--- src/rtl/axi_dma_w_mc.sv ---
// axi_dma_w_mc: CH-channel write DMA that streams words from local RAM to AXI4 write bursts.
// Optional feature macro AXI_DMA_W_BRESP_ERR_EN: a non-OKAY bresp stops the channel with SR.err set.
module axi_dma_w_mc #(
    parameter int AXI_AW = 32,
    parameter int AXI_DW = 128,
    parameter int AXI_IW = 4,
    parameter int AXI_LW = 8,
    parameter int RAM_AW = 20,
    parameter int APB_AW = 12,
    parameter int BL     = 16,
    parameter int CH     = 4
) (
    input  logic                clk,
    input  logic                reset,
    input  logic                apb_we,
    input  logic [APB_AW-1:0]   apb_a,
    input  logic [31:0]         apb_d,
    output logic [31:0]         apb_q,
    output logic                ram_re,
    output logic [RAM_AW-1:0]   ram_a,
    input  logic [AXI_DW-1:0]   ram_q,
    output logic [AXI_IW-1:0]   axi_awid,
    output logic [AXI_AW-1:0]   axi_awaddr,
    output logic [AXI_LW-1:0]   axi_awlen,
    output logic [2:0]          axi_awsize,
    output logic [1:0]          axi_awburst,
    output logic                axi_awvalid,
    input  logic                axi_awready,
    output logic [AXI_DW-1:0]   axi_wdata,
    output logic [AXI_DW/8-1:0] axi_wstrb,
    output logic                axi_wlast,
    output logic                axi_wvalid,
    input  logic                axi_wready,
    input  logic [AXI_IW-1:0]   axi_bid,
    input  logic [1:0]          axi_bresp,
    input  logic                axi_bvalid,
    output logic                axi_bready,
    output logic [CH-1:0]       irq,
    output logic [2:0]          dbg_state
);
    // Handshakes: a beat moves on a clk edge where valid and ready are both high; a source
    // holds valid and its payload unchanged until that edge.
    localparam int L  = $clog2(AXI_DW / 8);
    localparam int LB = $clog2(BL);
    localparam int B  = L + LB;
    localparam int CW = (CH > 1) ? $clog2(CH) : 1;
    localparam int BW = LB + 1;

    typedef enum logic [2:0] {S_IDLE, S_ARB, S_AW, S_W, S_B} state_t;
    state_t state, state_n;

    logic [AXI_AW-1:0] dst [CH];
    logic [RAM_AW-1:0] src [CH];
    logic [31:0]       len [CH];
    logic [CH-1:0]     busy, done, err;

`ifndef AXI_DMA_W_BRESP_ERR_EN
    assign err = '0;
`endif

    // APB decode: channel n occupies byte offsets n*0x20 .. n*0x20+0x1F
    logic          a_hit;
    logic [CW-1:0] a_ch;
    logic [4:0]    a_off;
    logic [63:0]   dst_cur64;
    logic          wr_start;
    assign a_hit     = apb_a[APB_AW-1:5] < (APB_AW-5)'(CH);
    assign a_ch      = apb_a[5 +: CW];
    assign a_off     = apb_a[4:0];
    assign dst_cur64 = 64'(dst[a_ch]);
    assign wr_start  = apb_we && a_hit && (a_off == 5'h00) && apb_d[0];

    always_comb begin
        apb_q = '0;
        if (a_hit) begin
            case (a_off)
                5'h04:   apb_q = {29'b0, err[a_ch], busy[a_ch], done[a_ch]};
                5'h08:   apb_q = 32'(src[a_ch]);
                5'h0C:   apb_q = dst_cur64[31:0];
                5'h10:   apb_q = dst_cur64[63:32];
                5'h14:   apb_q = len[a_ch];
                default: apb_q = '0;
            endcase
        end
    end

    // Round-robin search begins at the channel after the one served last
    logic [CW-1:0] rr_ptr, grant_ch;
    logic          grant_vld;
    int            idx;
    always_comb begin
        grant_vld = 1'b0;
        grant_ch  = '0;
        idx       = 0;
        for (int i = 0; i < CH; i++) begin
            idx = int'(rr_ptr) + i;
            if (idx >= CH) idx = idx - CH;
            if (!grant_vld && busy[idx]) begin
                grant_vld = 1'b1;
                grant_ch  = CW'(idx);
            end
        end
    end

    logic [LB-1:0] g_off;
    logic [31:0]   room;
    logic [BW-1:0] beats_c;
    assign g_off   = dst[grant_ch][B-1:L];
    assign room    = 32'(BL) - 32'(g_off);
    assign beats_c = (len[grant_ch] < room) ? BW'(len[grant_ch]) : BW'(room);

    logic [CW-1:0]     g_ch;
    logic [AXI_AW-1:0] g_addr;
    logic [RAM_AW-1:0] g_src;
    logic [BW-1:0]     g_beats, rd_cnt, wr_cnt;
    logic              rd_pend, wp, rp, push, pop, b_acc;
    logic [1:0]        cnt, occ;
    logic [AXI_DW-1:0] skid_mem [2];

    assign axi_awvalid = (state == S_AW);
    assign axi_awid    = AXI_IW'(g_ch);
    assign axi_awaddr  = g_addr;
    assign axi_awlen   = AXI_LW'(g_beats - 1'b1);
    assign axi_awsize  = 3'(L);
    assign axi_awburst = 2'b01;

    assign axi_wvalid  = (cnt != 2'd0);
    assign axi_wdata   = skid_mem[rp];
    assign axi_wstrb   = '1;
    assign axi_wlast   = (wr_cnt == g_beats - 1'b1);
    assign push        = rd_pend;
    assign pop         = axi_wvalid && axi_wready;

    // In-flight reads count as occupancy so the two-entry buffer can never overflow
    assign occ    = cnt + {1'b0, rd_pend};
    assign ram_re = (state == S_W) && (rd_cnt != g_beats) && ((occ < 2'd2) || (occ == 2'd2 && pop));
    assign ram_a  = g_src + RAM_AW'(rd_cnt);

    assign axi_bready = (state == S_B) && (axi_bid == AXI_IW'(g_ch));
    assign b_acc      = axi_bready && axi_bvalid;

    assign irq       = done | err;
    assign dbg_state = state;

    always_comb begin
        state_n = state;
        case (state)
            S_IDLE:  if (|busy || wr_start) state_n = S_ARB;
            S_ARB:   state_n = grant_vld ? S_AW : S_IDLE;
            S_AW:    if (axi_awready) state_n = S_W;
            S_W:     if (pop && axi_wlast) state_n = S_B;
            S_B:     if (b_acc) state_n = S_ARB;
            default: state_n = S_IDLE;
        endcase
    end

    always_ff @(posedge clk or posedge reset) begin
        if (reset) state <= S_IDLE;
        else       state <= state_n;
    end

    always_ff @(posedge clk or posedge reset) begin
        if (reset) begin
            g_ch        <= '0;
            g_addr      <= '0;
            g_src       <= '0;
            g_beats     <= '0;
            rr_ptr      <= '0;
            rd_cnt      <= '0;
            wr_cnt      <= '0;
            rd_pend     <= 1'b0;
            wp          <= 1'b0;
            rp          <= 1'b0;
            cnt         <= '0;
            skid_mem[0] <= '0;
            skid_mem[1] <= '0;
        end else begin
            if (state == S_ARB && grant_vld) begin
                g_ch    <= grant_ch;
                g_addr  <= dst[grant_ch];
                g_src   <= src[grant_ch];
                g_beats <= beats_c;
                rr_ptr  <= (int'(grant_ch) + 1 == CH) ? '0 : grant_ch + 1'b1;
                rd_cnt  <= '0;
                wr_cnt  <= '0;
            end
            rd_pend <= ram_re;
            if (ram_re) rd_cnt <= rd_cnt + 1'b1;
            if (push) begin
                skid_mem[wp] <= ram_q;
                wp           <= ~wp;
            end
            if (pop) begin
                rp     <= ~rp;
                wr_cnt <= wr_cnt + 1'b1;
            end
            cnt <= cnt + {1'b0, push} - {1'b0, pop};
        end
    end

    // Burst completion is applied after APB writes so a done/err set wins over a same-cycle clear
    always_ff @(posedge clk or posedge reset) begin
        if (reset) begin
            for (int c = 0; c < CH; c++) begin
                dst[c] <= '0;
                src[c] <= '0;
                len[c] <= '0;
            end
            busy <= '0;
            done <= '0;
`ifdef AXI_DMA_W_BRESP_ERR_EN
            err  <= '0;
`endif
        end else begin
            for (int c = 0; c < CH; c++) begin
                if (apb_we && a_hit && a_ch == CW'(c)) begin
                    case (a_off)
                        5'h00: if (apb_d[0] && !busy[c]) begin
                            if (len[c] == 32'd0) done[c] <= 1'b1;
                            else                 busy[c] <= 1'b1;
                        end
                        5'h04: begin
                            if (apb_d[0]) done[c] <= 1'b0;
`ifdef AXI_DMA_W_BRESP_ERR_EN
                            if (apb_d[2]) err[c] <= 1'b0;
`endif
                        end
                        5'h08: if (!busy[c]) src[c] <= apb_d[RAM_AW-1:0];
                        5'h0C: if (!busy[c]) dst[c] <= AXI_AW'({dst_cur64[63:32], apb_d});
                        5'h10: if (!busy[c] && AXI_AW > 32) dst[c] <= AXI_AW'({apb_d, dst_cur64[31:0]});
                        5'h14: if (!busy[c]) len[c] <= apb_d;
                        default: ;
                    endcase
                end
                if (b_acc && g_ch == CW'(c)) begin
                    dst[c] <= dst[c] + (AXI_AW'(g_beats) << L);
                    src[c] <= src[c] + RAM_AW'(g_beats);
                    len[c] <= len[c] - 32'(g_beats);
                    if (len[c] == 32'(g_beats)) begin
                        done[c] <= 1'b1;
                        busy[c] <= 1'b0;
                    end
`ifdef AXI_DMA_W_BRESP_ERR_EN
                    if (axi_bresp != 2'b00) begin
                        err[c]  <= 1'b1;
                        busy[c] <= 1'b0;
                    end
`endif
                end
            end
        end
    end
endmodule

--- config.mk ---
export PLATFORM = sky130hd
export DESIGN_NAME = axi_dma_w_mc
export DESIGN_NICKNAME = d
export VERILOG_FILES = /design/src/rtl/axi_dma_w_mc.sv
export SDC_FILE = /design/constraint.sdc
export NUM_CORES = 2
export LEC_CHECK = 0
export ABC_AREA = 1
export CAP_MARGIN = 0
export CORE_ASPECT_RATIO = 1.25
export CORE_UTILIZATION = 45
export DETAILED_ROUTE_END_ITERATION = 7
export GPL_TIMING_DRIVEN = 0
export PLACE_DENSITY = 0.66
export SYNTH_ARGS = -nofsm -noshare
export SYNTH_HDL_FRONTEND = slang
export SYNTH_SLANG_ARGS = --single-unit
--- constraint.sdc ---
create_clock -name clk -period 27.7 [get_ports clk]
set_input_delay 5.54 -clock clk [delete_from_list [all_inputs] [get_ports clk]]
set_output_delay 5.54 -clock clk [all_outputs]
set_load 0.02 [all_outputs]
==> impl_metrics.csv <==
group,metric,value,unit
run_status,outcome,"complete, but fails checks",
run_status,violations,"design-rule violations",
timing,setup_violations,0,
global_routing,grt_usage,0.436,
clocking,cts_setup_buffers,0,
hold_path,whs_path_depth,2,
logic_synthesis,synth_area_leaders,"dfrtp_1 41%, nand2_1 13%, o21ai_0 6.7%, inv_1 6.3%, o221ai_1 3.8%",
finish,drive_above_1_share,0.0461,
worst_setup_path,cp_max_fo,10,
routing,drc,8,
clocking,ctsResizeCount,0,
logic_synthesis,synth-edff-count,0,
logic_synthesis,ys_warn_count,0,
worst_setup_path,slowest_delay,0.94,ns
timing,min_period_over_period,0.583,
placed_design,place_congestion,1.06,
routing,wl,206,mm
clocking,postCtsHoldBufs,0,
clocking,cts_tree,"built",
logic_synthesis,ys_types,68,
worst_setup_path,start_kind,"primary input",
worst_setup_path,r2r_slack,22.49,ns
timing,finalClockSkew,0.0205,ns
logic_synthesis,synth-main-ff-cell,"dfrtp_1",
placed_design,portBuffers,415,
timing,worst_pin_slew,1.29,ns
worst_setup_path,slowest_stage,"o22ai_1",
timing,hold_viol,0,
clocking,clock_sinks,679,
hold_path,worstHoldPathType,"reg -> reg",
clocking,cts_root_buf,"clkbuf_16",
timing,max_clock_freq,61.9,MHz
placed_design,post_dp_cell_area,0.0474,sq mm
worst_setup_path,worst-path-buf-inv,7,
routing,drt-wirelength-per-cell,28.0,um
finish,fin_util,0.547,
floorplanning,rows,124,
clocking,worstSkewPairLatency,0.66,ns
routing,via_per_inst,6.09,
global_routing,grt_pass1_vias,42200,
routing,vias,44900,
finish,layout.nets,6385,
clocking,cts_buffers,76,
floorplanning,die-area,0.0933,sq mm
floorplanning,dieHeight,341,um
worst_setup_path,crit_cells,12,
clocking,path_clk_slew,0.06,ns
worst_setup_path,critical_path.top_delay_family,"buffers and inverters",
logic_synthesis,ys_seq_area_frac,0.410,
routing,first_pass_iters,8,
finish,n_fill_cell,8967,
timing,slew_headroom,0.137,
global_routing,grt_pass1_wl,293,mm
finish,area_growth,20.6,%
logic_synthesis,netlist_area,0.0414,sq mm
floorplanning,start_util,0.454,
global_routing,grt_overflow,0,
worst_setup_path,setup.worst_path.end_class,"primary output",
timing,fin_crit,16.15,ns
logic_synthesis,syn_area_per_cell,7.41,sq um
finish,final_cell_mix,"1472 x nand2_1, 699 x inv_1, 679 x dfrtp_1",
worst_setup_path,crit_path_frequent_cell,"inv_1",
floorplanning,ios,441,
finish,final_area,0.0500,sq mm
floorplanning,die_x,273,um
timing,worst_hold_slack,0.484,ns
logic_synthesis,synth_seq_cells,679,
routing,drtIter0Drc,5772,
finish,stdcell_count,7369,
global_routing,grt_max_degree,128,
floorplanning,core_area,0.0914,sq mm
power_and_ir_drop,p_per_area,102,mW/mm^2
timing,drv_slew,0,
global_routing,antenna_found_initial,17,
clocking,cts_max_path_buffers,3,
placed_design,dp_hpwl,158,mm
worst_setup_path,crit_type,"in -> out",
finish,final_common_cell,"nand2_1",
placed_design,dp_cells,7231,
worst_setup_path,critPathArrivalTime,10.61,ns
logic_synthesis,yosys.area.top_type,"dfrtp_1",
power_and_ir_drop,ir_worst_vdd,0.0826,mV
logic_synthesis,async_reset_ff_frac,1.00,
timing,rsz0062_at_grt,"no",
logic_synthesis,netlist.area_leader.share,0.410,
routing,ant_nets,0,
worst_setup_path,r2r.worst_path.cells,18,
job,maxCapViolCount,0,
logic_synthesis,netlist_instances,5592,
worst_setup_path,path_cells,"clkdlybuf4s50_1 -> inv_1 -> nor2_1 -> inv_1 -> clkbuf_1 -> clkbuf_1 -> o22ai_1 -> o21ai_0 -> o41ai_1 -> o21ai_0 -> inv_1 -> clkdlybuf4s50_1",
clocking,cts_max_level,3,
power_and_ir_drop,leakage,0.0232,uW
worst_setup_path,cp.required,22.16,ns
-- layout make-up --
class	count	area (sq um)	area share
Clock buffer	103	2180	0.0435
Inverter	725	2730	0.0547
Buffer	294	1290	0.0259
Timing Repair Buffer	423	4340	0.0869
Sequential cell	679	17000	0.340
Antenna cell	6	15.0	0.000300
Clock inverter	27	389	0.00779
Tap cell	1197	1500	0.0300
Multi-Input combinational cell	3915	20500	0.411
-- where the power goes --
part / internal (uW) / leakage [uW] / switching [uW]
sequential: 1290 / 0.00794 / 253
combinational: 870 / 0.0140 / 1570
clock: 633 / 0.00126 / 456
total: 2790 / 0.0232 / 2280
-- cells in the mapped netlist, types with 14 or more instances --
master	number
o21ai_0	556
inv_1	700
nand4_1	53
o221ai_1	182
a21oi_1	184
buf_4	28
nor2_1	376
o311ai_0	21
buf_1	14
o2111ai_1	21
clkbuf_1	190
nand2_1	1472
a31oi_1	67
xor2_1	114
nor4_1	31
ha_1	74
inv_2	19
xnor2_1	22
dfrtp_1	679
o211ai_1	108
nor3_1	101
nand3_1	169
a22oi_1	61
o22ai_1	132
buf_2	61
-- metal layers --
metal,GRT usage,vias to the layer above,share of wire
met3,0.101,782,0.094
li1,-,19900,-
met5,0,-,0.00034
met4,0.383,12,0.11
met1,0.517,21400,0.36
met2,0.664,2807,0.44
-- cells by family (layout without fill, tap and decap cells) --
family | after synthesis | count (layout) | share of synthesized area
flops | 679 | 679 | 0.410
xor+xnor | 136 | 136 | 0.0287
buf+inv | 1019 | 1572 | 0.0969
fa+ha+maj | 87 | 87 | 0.0286
other cells | 2 | 29 | 0.000181
simple gates | 2263 | 2263 | 0.224
compound gates | 1406 | 1406 | 0.212
-- through the flow --
stage / total power [uW] / setup WS [ns] / TNS (ns)
final: 5070 / 11.55 / 0
after global routing: 5340 / 11.80 / 0
after CTS: 5020 / 12.07 / 0
after detailed placement: 3930 / 12.08 / 0
after global placement: 3900 / -6.27 / -4182.68
after floorplan: 2880 / 3.13 / 0
-- worst register-to-register path, cell delays in order (launching register included) --
cell and delay [ns]:
dfrtp_1 1.14, inv_1 0.95, fa_1 0.71, inv_1 0.08
nand2_1 0.07, nand2_1 0.06, a21o_1 0.12, and2_1 0.14
o21ai_0 0.13, inv_1 0.09, nand2_1 0.09, nor2_1 0.37
nand2_1 0.22, nor2_1 0.20, nand2_1 0.15, nor3_1 0.25
a21oi_1 0.10, o21ai_0 0.16, nand2_1 0.08
-- path summary, 6_finish.rpt --
kind	start	to
setup / recovery	apb_a[6]	apb_q[6]
hold / removal	skid_mem[161]	skid_mem[161]
setup reg to reg	g_beats[1]	dst[92]
hold reg to reg	skid_mem[161]	skid_mem[161]
max in group asynchronous	reset	skid_mem[195]
min in group asynchronous	reset	skid_mem[132]
-- registers in the layout (all words and copies together) (netlist names) --
register / count
skid_mem: 256
dst: 128
len: 128
src: 80
axi_awaddr: 32
g_src: 20
g_beats: 5
rd_cnt: 5
wr_cnt: 5
busy: 4
irq: 4
dbg_state: 3
cnt: 2
g_ch: 2
rr_ptr: 2
push: 1
rp: 1
wp: 1
Note: power is estimated with default switching activity, not from simulation.
